$ cat config.mk
export PLATFORM = sky130hd
export DESIGN_NAME = timer_apb_regs
export DESIGN_NICKNAME = d
export VERILOG_FILES = /design/src/rtl/timer_pkg.sv /design/src/rtl/timer_apb_if.sv /design/src/rtl/timer_apb_regs.sv
export SDC_FILE = /design/constraint.sdc
export NUM_CORES = 1
export LEC_CHECK = 0
export BUFFER_PORTS_ARGS = -buffer_cell sky130_fd_sc_hd__buf_2
export CORE_UTILIZATION = 51
export CTS_CLUSTER_DIAMETER = 120
export DETAILED_ROUTE_END_ITERATION = 8
export GPL_TIMING_DRIVEN = 0
export MAX_ROUTING_LAYER = met4
export PLACE_DENSITY = 0.76
export REMOVE_ABC_BUFFERS = 1
export SETUP_SLACK_MARGIN = 0.1
export SYNTH_ARGS = -nofsm -noshare
export SYNTH_HDL_FRONTEND = slang
export SYNTH_HIERARCHICAL = 1
export SYNTH_SLANG_ARGS = --single-unit
$ cat constraint.sdc
create_clock -name pclk -period 3 [get_ports pclk]
set_clock_uncertainty 0.15 [all_clocks]
set_input_delay 0.3 -clock pclk [delete_from_list [all_inputs] [get_ports pclk]]
set_output_delay 0.3 -clock pclk [all_outputs]
set_load 0.02 [all_outputs]
$ cat src/rtl/timer_pkg.sv
`default_nettype none
// ============================================================================
// Module   : timer_pkg
// Purpose  : Timer register map, TCR/TSR bit positions and APB FSM states.
// Revision : 1.0
// ============================================================================
package timer_pkg;

   localparam logic [7:0] c_addr_tdr  = 8'h00;
   localparam logic [7:0] c_addr_tcr  = 8'h01;
   localparam logic [7:0] c_addr_tsr  = 8'h02;
   localparam logic [7:0] c_addr_tcnt = 8'h03;

   localparam int c_tcr_load   = 7;
   localparam int c_tcr_dn     = 5;
   localparam int c_tcr_en     = 4;
   localparam int c_tcr_cks_lo = 0;
   // Implemented TCR bits; 6, 3 and 2 are dropped on write so they read 0
   localparam logic [7:0] c_tcr_mask = 8'hB3;

   localparam int c_tsr_udf = 1;
   localparam int c_tsr_ovf = 0;

   typedef enum logic [1:0] {
      st_idle   = 2'd0,
      st_setup  = 2'd1,
      st_access = 2'd2,
      st_done   = 2'd3
   } apb_state_t;

   // Unmapped addresses and writes to the read-only counter are both errors
   function automatic logic access_err(input logic [7:0] addr, input logic write);
      return (addr > c_addr_tcnt) || (write && (addr == c_addr_tcnt));
   endfunction

endpackage
`default_nettype wire

$ cat src/rtl/timer_apb_if.sv
`default_nettype none
// ============================================================================
// Module   : timer_apb_if
// Purpose  : APB slave protocol FSM with one fixed wait state and latched request.
// Revision : 1.0
// ============================================================================
module timer_apb_if
   import timer_pkg::*;
(
   input  logic       pclk,
   input  logic       preset,
   input  logic       psel,
   input  logic       penable,
   input  logic       pwrite,
   input  logic [7:0] paddr,
   input  logic [7:0] pwdata,
   input  logic [7:0] rdata,
   output logic [7:0] prdata,
   output logic       pready,
   output logic       pslverr,
   output logic       wr_en,
   output logic [7:0] acc_addr,
   output logic [7:0] wr_data
);

   apb_state_t r_state;
   apb_state_t w_state_nxt;
   logic [7:0] r_paddr;
   logic [7:0] r_pwdata;
   logic       r_pwrite;
   logic [7:0] r_prdata;
   logic       r_pready;
   logic       r_pslverr;
   logic       w_setup_entry;
   logic       w_to_done;
   logic       w_err;

   always_comb begin
      w_state_nxt = r_state;
      case (r_state)
         st_idle: begin
            if (psel && !penable) w_state_nxt = st_setup;
         end
         st_setup: begin
            if (!psel)        w_state_nxt = st_idle;
            else if (penable) w_state_nxt = st_access;
         end
         // A dropped psel in ACCESS abandons the transfer without a response
         st_access: w_state_nxt = psel ? st_done : st_idle;
         st_done:   w_state_nxt = st_idle;
         default:   w_state_nxt = st_idle;
      endcase
   end

   assign w_setup_entry = (r_state == st_idle) && (w_state_nxt == st_setup);
   assign w_to_done     = (w_state_nxt == st_done);
   assign w_err         = access_err(r_paddr, r_pwrite);

   always_ff @(posedge pclk or posedge preset) begin
      if (preset) begin
         r_state   <= st_idle;
         r_paddr   <= 8'h00;
         r_pwdata  <= 8'h00;
         r_pwrite  <= 1'b0;
         r_prdata  <= 8'h00;
         r_pready  <= 1'b0;
         r_pslverr <= 1'b0;
      end else begin
         r_state <= w_state_nxt;
         if (w_setup_entry) begin
            r_paddr  <= paddr;
            r_pwdata <= pwdata;
            r_pwrite <= pwrite;
         end
         // Response flops are loaded for the single DONE cycle only
         r_pready  <= w_to_done;
         r_pslverr <= w_to_done && w_err;
         r_prdata  <= (w_to_done && !r_pwrite && !w_err) ? rdata : 8'h00;
      end
   end

   assign prdata   = r_prdata;
   assign pready   = r_pready;
   assign pslverr  = r_pslverr;
   assign wr_en    = (r_state == st_done) && r_pwrite && !w_err;
   assign acc_addr = r_paddr;
   assign wr_data  = r_pwdata;

endmodule
`default_nettype wire

$ cat src/rtl/timer_apb_regs.sv
`default_nettype none
// ============================================================================
// Module   : timer_apb_regs
// Purpose  : Timer TDR/TCR/TSR register file behind an APB slave port.
// Revision : 1.0
// ============================================================================
module timer_apb_regs
   import timer_pkg::*;
(
   input  logic       pclk,
   input  logic       preset,
   input  logic       psel,
   input  logic       penable,
   input  logic       pwrite,
   input  logic [7:0] paddr,
   input  logic [7:0] pwdata,
   output logic [7:0] prdata,
   output logic       pready,
   output logic       pslverr,
   output logic [7:0] tdr,
   output logic       tcr_load,
   output logic       tcr_dn,
   output logic       tcr_en,
   output logic [1:0] tcr_cks,
   input  logic [7:0] tcnt,
   input  logic       ovf_set,
   input  logic       udf_set
);

   logic [7:0] r_tdr;
   logic [7:0] r_tcr;
   logic [1:0] r_tsr;
   logic [1:0] w_tsr_nxt;
   logic       w_wr_en;
   logic       w_wr_tsr;
   logic [7:0] w_acc_addr;
   logic [7:0] w_wr_data;
   logic [7:0] w_rdata;

   timer_apb_if u_apb_if (
      .pclk     (pclk),
      .preset   (preset),
      .psel     (psel),
      .penable  (penable),
      .pwrite   (pwrite),
      .paddr    (paddr),
      .pwdata   (pwdata),
      .rdata    (w_rdata),
      .prdata   (prdata),
      .pready   (pready),
      .pslverr  (pslverr),
      .wr_en    (w_wr_en),
      .acc_addr (w_acc_addr),
      .wr_data  (w_wr_data)
   );

   always_comb begin
      case (w_acc_addr)
         c_addr_tdr:  w_rdata = r_tdr;
         c_addr_tcr:  w_rdata = r_tcr;
         c_addr_tsr:  w_rdata = {6'b000000, r_tsr};
         c_addr_tcnt: w_rdata = tcnt;
         default:     w_rdata = 8'h00;
      endcase
   end

   assign w_wr_tsr = w_wr_en && (w_acc_addr == c_addr_tsr);

   // Write-0-to-clear, then OR in the event pulses so a same-edge set wins
   always_comb begin
      w_tsr_nxt = r_tsr;
      if (w_wr_tsr) w_tsr_nxt = r_tsr & w_wr_data[1:0];
      w_tsr_nxt[c_tsr_udf] = w_tsr_nxt[c_tsr_udf] | udf_set;
      w_tsr_nxt[c_tsr_ovf] = w_tsr_nxt[c_tsr_ovf] | ovf_set;
   end

   always_ff @(posedge pclk or posedge preset) begin
      if (preset) begin
         r_tdr <= 8'h00;
         r_tcr <= 8'h00;
         r_tsr <= 2'b00;
      end else begin
         if (w_wr_en && (w_acc_addr == c_addr_tdr)) r_tdr <= w_wr_data;
         if (w_wr_en && (w_acc_addr == c_addr_tcr)) r_tcr <= w_wr_data & c_tcr_mask;
         r_tsr <= w_tsr_nxt;
      end
   end

   assign tdr      = r_tdr;
   assign tcr_load = r_tcr[c_tcr_load];
   assign tcr_dn   = r_tcr[c_tcr_dn];
   assign tcr_en   = r_tcr[c_tcr_en];
   assign tcr_cks  = r_tcr[c_tcr_cks_lo +: 2];

endmodule
`default_nettype wire
==> results of run 1 <==
## through the flow
step	cell area [um2]	total power, mW	worst slack [ps]
after floorplan	1930	0.836	573
after global placement	2260	0.886	353
after detailed placement	2260	0.898	318
after CTS	2350	1.23	313
after global routing	2350	1.28	176
final	2350	1.22	312
## logic make-up (layout without fill, tap and decap cells)
| kind of cell | after synthesis | after routing | synth area share (%) |
|---|---|---|---|
| buf+inv | 17 | 71 | 3.81 |
| mux | 36 | 36 | 21.4 |
| simple gates | 40 | 40 | 14.8 |
| flops | 44 | 44 | 55.8 |
| compound gates | 10 | 10 | 4.06 |
## registers in the layout, indices dropped and copies added, names as in the netlist
register / cells
r_tcr: 5
r_tsr: 2
tdr: 8
u_apb_if/acc_addr: 8
u_apb_if/prdata: 8
u_apb_if/pready: 1
u_apb_if/pslverr: 1
u_apb_if/r_pwrite: 1
u_apb_if/r_state: 2
u_apb_if/wr_data: 8
## report_power, final
part | switching, mW | total, mW | internal [mW]
clock network | 0.174 | 0.332 | 0.158
logic | 0.0737 | 0.172 | 0.0985
registers | 0.0689 | 0.714 | 0.645
## cell usage in the layout, fill, tap and decap left out
cell           netlist  final
a21o_1               2      2
or4_1                1      1
nand3_1              3      3
mux4_2               2      2
nand4b_2             1      1
and3b_2              1      1
and3_2               2      2
or2_2                1      1
dlygate4sd3_1        0      1
nand3_2              1      1
and3_1               1      1
a2bb2oi_1            3      3
mux2_2              30     30
inv_1               10     10
a21boi_0             1      1
nor2_1               8      8
clkinv_2             0      1
nor4b_4              1      1
nor4_1               8      8
dfrtp_1             44     44
nand3b_1             1      1
clkbuf_8             0      5
nor3b_2              1      1
mux2i_1              4      4
clkbuf_1             3      1
nor3b_1              2      2
o31a_1               1      1
or2b_1               1      1
buf_2                3     53
nor4_4               1      1
a22oi_1              3      3
and2_1               2      2
nor4b_1              1      1
or4bb_1              1      1
nand2_1              2      2
## worst reg2reg max path, stage by stage, from the launching register on
cell and delay, ps:
dfrtp_1 420, or4_1 710, nor4b_1 320, nor3b_2 370
nand4b_2 260, mux2_2 350
## cells in the mapped netlist
| cell type | n | area [um2] |
|---|---|---|
| nand3_2 | 1 | 10.0 |
| nor4_1 | 8 | 50.1 |
| dfrtp_1 | 44 | 1100 |
| o31a_1 | 1 | 8.76 |
| buf_2 | 3 | 15.0 |
| or2_2 | 1 | 6.26 |
| a21boi_0 | 1 | 7.51 |
| and3_1 | 1 | 6.26 |
| and2_1 | 2 | 12.5 |
| mux4_2 | 2 | 45.0 |
| a21o_1 | 2 | 15.0 |
| clkbuf_1 | 3 | 11.3 |
| and3b_2 | 1 | 10.0 |
| mux2i_1 | 4 | 40.0 |
| and3_2 | 2 | 15.0 |
| buf_6 | 1 | 11.3 |
| mux2_2 | 30 | 338 |
| nand3_1 | 3 | 15.0 |
| nand2_1 | 2 | 7.51 |
| a22oi_1 | 3 | 22.5 |
| or4_1 | 1 | 7.51 |
| nand3b_1 | 1 | 7.51 |
| nor4_4 | 1 | 21.3 |
| nor3b_1 | 2 | 15.0 |
| or4bb_1 | 1 | 11.3 |
| or2b_1 | 1 | 7.51 |
| nor4b_4 | 1 | 23.8 |
| nand4b_2 | 1 | 15.0 |
| nor4b_1 | 1 | 8.76 |
| a2bb2oi_1 | 3 | 26.3 |
| inv_1 | 10 | 37.5 |
| nor2_1 | 8 | 30.0 |
| nor3b_2 | 1 | 12.5 |
## worst max-delay path by stage
stage                                    start  endpoint  slack [ps]  cells past startpoint
after floorplan           u_apb_if/acc_addr[4]  r_tcr[0]         570                      5
after global placement    u_apb_if/acc_addr[4]  r_tcr[1]         350                      5
after detailed placement  u_apb_if/acc_addr[4]  r_tcr[5]         320                      5
after CTS                 u_apb_if/acc_addr[4]  r_tcr[5]         310                      5
after global routing      u_apb_if/acc_addr[4]    tdr[5]         180                      5
final                     u_apb_if/acc_addr[4]  r_tcr[5]         310                      5
## metal layers
metal	vias up	part of all wire, %
met5	-	0
met4	0	0.32
met3	2	3.7
met2	29	55
met1	633	41
li1	635	-
## repair_timing
item | in CTS | in global routing
setup buffers | 0 | 0
hold buffers | 1 | 0
hold endpoints to repair | 15 | 0
## area by class of cell
cell class	instances	share of cell area, %
multi-input combinational	86	33.9
inverter	10	1.60
sequential	44	46.9
clock inverter	1	0.213
timing repair buffer	54	11.7
tap	48	2.56
clock buffer	6	3.09
==> results.md, run 1 <==
- PD cells: 519 mW/mm2
- Port buffer count: 53
- Arr. time, crit path: roughly 2700 ps
- Synthesized instance count: approximately 150
- Diodes inserted: 0
- Yosys cell types: 33
- Family with the most delay on the worst path: simple AND/OR/NAND/NOR gates
- Reg2Reg Depth: 5
- RR Startpoint: u_apb_if/acc_addr[4]
- Hold Vio Cnt, Final: 0
- Global-route wire length before repair: 6050 um
- Finished Core Util: between 60 and 70%
- Hold Startpoint: ovf_set
- Max Clk Rate: 0.372 GHz
- Vias/cell: 5.22
- Req. time, crit path: around 3000 ps
- Storage element area: 0.00110 mm2
- HPWL after DPL: 2760 um
- Post-CTS Resized: 0
- Synthesized area per cell: about 13 um2
- GP Congestion: 0.816
- Hold Path Depth: 2
- Placeable Area: 0.00369 mm2
- Die width: approximately 64 um
- Clock tree from TritonCTS: yes
- Initial antenna violation count: 0
- Sink Count: 44
- Die Span Y: between 60 and 70 um
- Worst-skew pair later-pin latency: roughly 280 ps
- Final worst path period share: 89.6%
- Critical path class: flip-flop to flip-flop
- Met2 Use GR: 35.0%
- Synthesis-to-finish area growth: 19.0%
- Worst reg2reg path endpoint: r_tcr[5]
- Slew @ Worst Pin: 1130 ps
- Worst Path Max Fanout: 10
- Setup violators final: 0
- WP buf/inv: 0
- Critical path endpoint category: flip-flop
- Via count: 1299
- Drt first pass iters: 4
- Largest stage delay on the critical path: 710 ps
- Largest net degree at the start of global routing: 30
- Unrepaired setup endpoints after global routing: false
- IO Pins: 54
- GR peak layer: met2
- Max IR drop VDD: 0.000432 V
- Setup TNS: 0 ps
- Crit start category: flip-flop
- Root Driver: clkbuf_8
- Clock period minus worst slack: 2690 ps
- 1st-iter DRT viols: 31
- Total gr overflow: 0
- Min-Delay Endpoint: r_tsr[0]
- Initial core utilization: 53.5%
- Drt drc: 0
- Die area: 0.00412 mm2
- Worst hold margin: 57.6 ps
- FP Rows: 22
- Synth Register Bits: 44
- All-Layer GR Usage: 20.2%
- Worst reg2reg setup slack: 310 ps
- Reg clk slew, reported paths: 70 ps
- Post-Layout Cell Count: 249
- Pleak: between 1 and 1.5 nW
- Ys Warns: 6
- Number of H-tree levels: 2
- Slew headroom: 24.7%
- Vias in the first global route: 1289
- Placed cell count: 241
- Final nets: approximately 230
- ANT nets after route: 0
- Layout cells sized above 1: about 50%
- CTS Buffer Depth: 2
- Area used by multi-input combinational logic: 796 um2
- Met1 usage: 24.1%
- Synthesized area: about 0.0020 mm2
- Max-cap check violation count: 0
- Status: finished clean
- CTS buffer count: 5
- FILL cells: 318
- Wirelength, routed: 3700 um
- Register area share after synthesis: between 50% and 60%
- Crit-path cells: or4_1 -> nor4b_1 -> nor3b_2 -> nand4b_2 -> mux2_2
- Slowest CP cell: or4_1
- WL/cell: 14.9 um
- Grt met3 use: 4.82%
- Slew Limit Fails: 0
- Hold Path Class: primary input to flip-flop
Power figures use the tool's default switching activity.
==> run 2: changes to the inputs <==
- ABC_AREA: not set -> 1
- CORE_UTILIZATION: 51 -> 53
- PLACE_DENSITY: 0.76 -> 0.77
- SETUP_SLACK_MARGIN: 0.1 -> 0.5
- SKIP_CTS_REPAIR_TIMING: not set -> 1
==> run 2 against run 1 <==
  * Final cell count increased by 48%
  * Flip-flop and latch count stayed put
  * Via count increased by 38%
  * Critical path type unchanged
  * Largest cell class unchanged
  * Highest routed layer unchanged
==> results.md, run 2 <==
- Synthesis-to-finish area growth: 18.4%
- Critical path endpoint category: flip-flop
- Internal power: about 1.2 mW
- Worst reg2reg path endpoint: tdr[0]
- Final nets: 350
- Initial core utilization: 57.2%
- CP startpoint: u_apb_if/acc_addr[2]
- Diodes inserted: 0
- Synthesized instance count: 264
- ANT nets after route: 0
- Largest net degree at the start of global routing: 35
- Setup TNS: 0 ps
- Sink Count: 44
- Hold Vio Cnt, Final: 0
- Drt first pass iters: 4
- Leading cell type in the layout, fill and taps excluded: nand2_1
- Drt drc: 0
- Crit start category: flip-flop
- Post-DP Area: 0.00245 mm2
- Synth top area cells: dfrtp_1 51%, nand2_1 13%, nand3_1 8.7%
- Critical path class: flip-flop to flip-flop
- Most common cell in the synthesized netlist: nand2_1
- Max Clk Rate: about 0.6 GHz
- Layout cells sized above 1: 28.7%
- Die area: 0.00436 mm2
- Synthesized area per cell: 8.24 um2
- Arr. time, crit path: 1740 ps
- CTS buffer count: 5
- Root Driver: clkbuf_8
- Pleak: 1.49 nW
- Hold Path Class: primary input to flip-flop
- Die Span Y: 66.1 um
- IO Pins: 54
- Top_reg_cell synth: dfrtp_1
- Max-cap check violation count: 0
- Clock period minus worst slack: about 1700 ps
- Dominant cell type by area after synthesis: dfrtp_1
- Clock tree from TritonCTS: yes
- Worst-skew pair later-pin latency: 300 ps
- Req. time, crit path: a little over 3000 ps
- Setup crit end: tdr[0]
- Area used by multi-input combinational logic: 847 um2
- Synth top area share: 50.6%
- Yosys cell types: 20
- Setup violators final: 0
- Max IR drop VDD: 0.000432 V
- Storage element area: 0.00110 mm2
- Status: finished clean
- 1st-iter DRT viols: approximately 120
- Die width: about 66 um
- Synth Register Bits: 44
- PD cells: 711 mW/mm2
- Commonest cells post-synth: 78 x nand2_1, 44 x dfrtp_1, 43 x inv_1
- RR Startpoint: u_apb_if/acc_addr[2]
- Worst reg2reg setup slack: roughly 1300 ps
- Flop pwr share: 46.8%
- Slew headroom: ~30%
- Ys Warns: 6
- FP Rows: 22
- Final worst path period share: roughly 56%
- Placeable Area: 0.00380 mm2
- HPWL after DPL: 2970 um
- WL/cell: about 11 um
- FILL cells: 332
- Number of H-tree levels: 2
- Reg2Reg Depth: 7
- Combinational share of power: 28.7%
- Reg clk slew, reported paths: 80 ps
- Async S/R FF share, synth: 100%
- Finished Core Util: 67.8%
- Switching share of total power: 37.1%
- Final Instance Area: 0.00257 mm2
- Total gr overflow: 0
- All-Layer GR Usage: between 20% and 30%
- Vias/cell: 4.86
- GP Congestion: between 0.8 and 0.9
- Vias in the first global route: 1655
- Port buffer count: 53
- Initial antenna violation count: 0
- Commonest cells after routing, fill and taps aside: 78 x nand2_1, 53 x buf_2, 44 x dfrtp_1
- Global-route wire length before repair: 7210 um
- Slew @ Worst Pin: approximately 1100 ps
- Synthesized area: 0.00217 mm2
- Via count: 1788
- Wirelength, routed: 4130 um
- Post-synth EDFFs: 0
- Slew Limit Fails: 0
- Register area share after synthesis: 50.6%
- Clock network power share: between 20% and 30%
- Worst Path Max Fanout: 16
- Net switching power: 0.679 mW
- Unrepaired setup endpoints after global routing: false
- CTS Buffer Depth: 2
==> run 2: stage by stage <==
stage          setup slack [ps]  std cells  power (mW)  hold WS (ps)
5_1_grt                    1120        368        1.96          68.0
4_1_cts                    1320        367        1.84          -114
3_3_place_gp               77.7        358        1.36           230
2_1_floorplan               721        257        1.26          51.5
3_5_place_dp               1330        359        1.39           222
6_report                   1310        368        1.83          70.2
==> run 2: critical path, cell delays in order, from the launching register on <==
cell and delay (ps):
dfrtp_1 440, nor2_1 110, nand2_1 100, nor3_2 290
buf_6 230, nand2_2 130, nand2_1 100, nand2_1 50
==> run 2: area by class of cell <==
| type | instances | share of cell area, % |
|---|---|---|
| Inverter | 45 | 6.56 |
| Tap cell | 48 | 2.33 |
| Multi-Input combinational cell | 168 | 32.9 |
| Timing Repair Buffer | 55 | 11.1 |
| Clock buffer | 5 | 2.67 |
| Clock inverter | 3 | 1.65 |
| Sequential cell | 44 | 42.8 |
==> run 2: kinds of logic (layout without fill, tap and decap cells) <==
kind of cell | Yosys count | in the layout | share of synthesized area (%)
AOI/OAI and AO/OA | 17 | 17 | 6.16
buffers and inverters | 52 | 108 | 10.6
DFF | 44 | 44 | 50.6
and+or+nand+nor | 151 | 151 | 32.6
==> run 2: power by group through the flow <==
stage	combinational, mW	sequential, mW	clock [mW]
2_1_floorplan	0.422	0.837	0
3_3_place_gp	0.501	0.861	0
3_5_place_dp	0.523	0.864	0
4_1_cts	0.530	0.853	0.459
5_1_grt	0.602	0.875	0.487
6_report	0.526	0.857	0.447
==> run 2: worst min path at each step <==
stage / start / cells past startpoint / to / slack (ps)
final: ovf_set / 3 / r_tsr[0] / 70
after global routing: pwdata[0] / 3 / u_apb_if/wr_data[0] / 70
after CTS: preset / 2 / r_tsr[0] / -110
after detailed placement: preset / 2 / r_tcr[4] / 220
after global placement: preset / 2 / r_tcr[4] / 230
after floorplan: preset / 1 / r_tcr[0] / 50
==> run 2: layer usage <==
metal / vias to the layer above / part of all wire [%] / GRT usage (%)
met5: - / 0 / -
li1: 916 / - / -
met2: 54 / 48 / 35.7
met3: 5 / 5.7 / 6.38
met4: 0 / 2.1 / 10.9
met1: 813 / 45 / 28.2
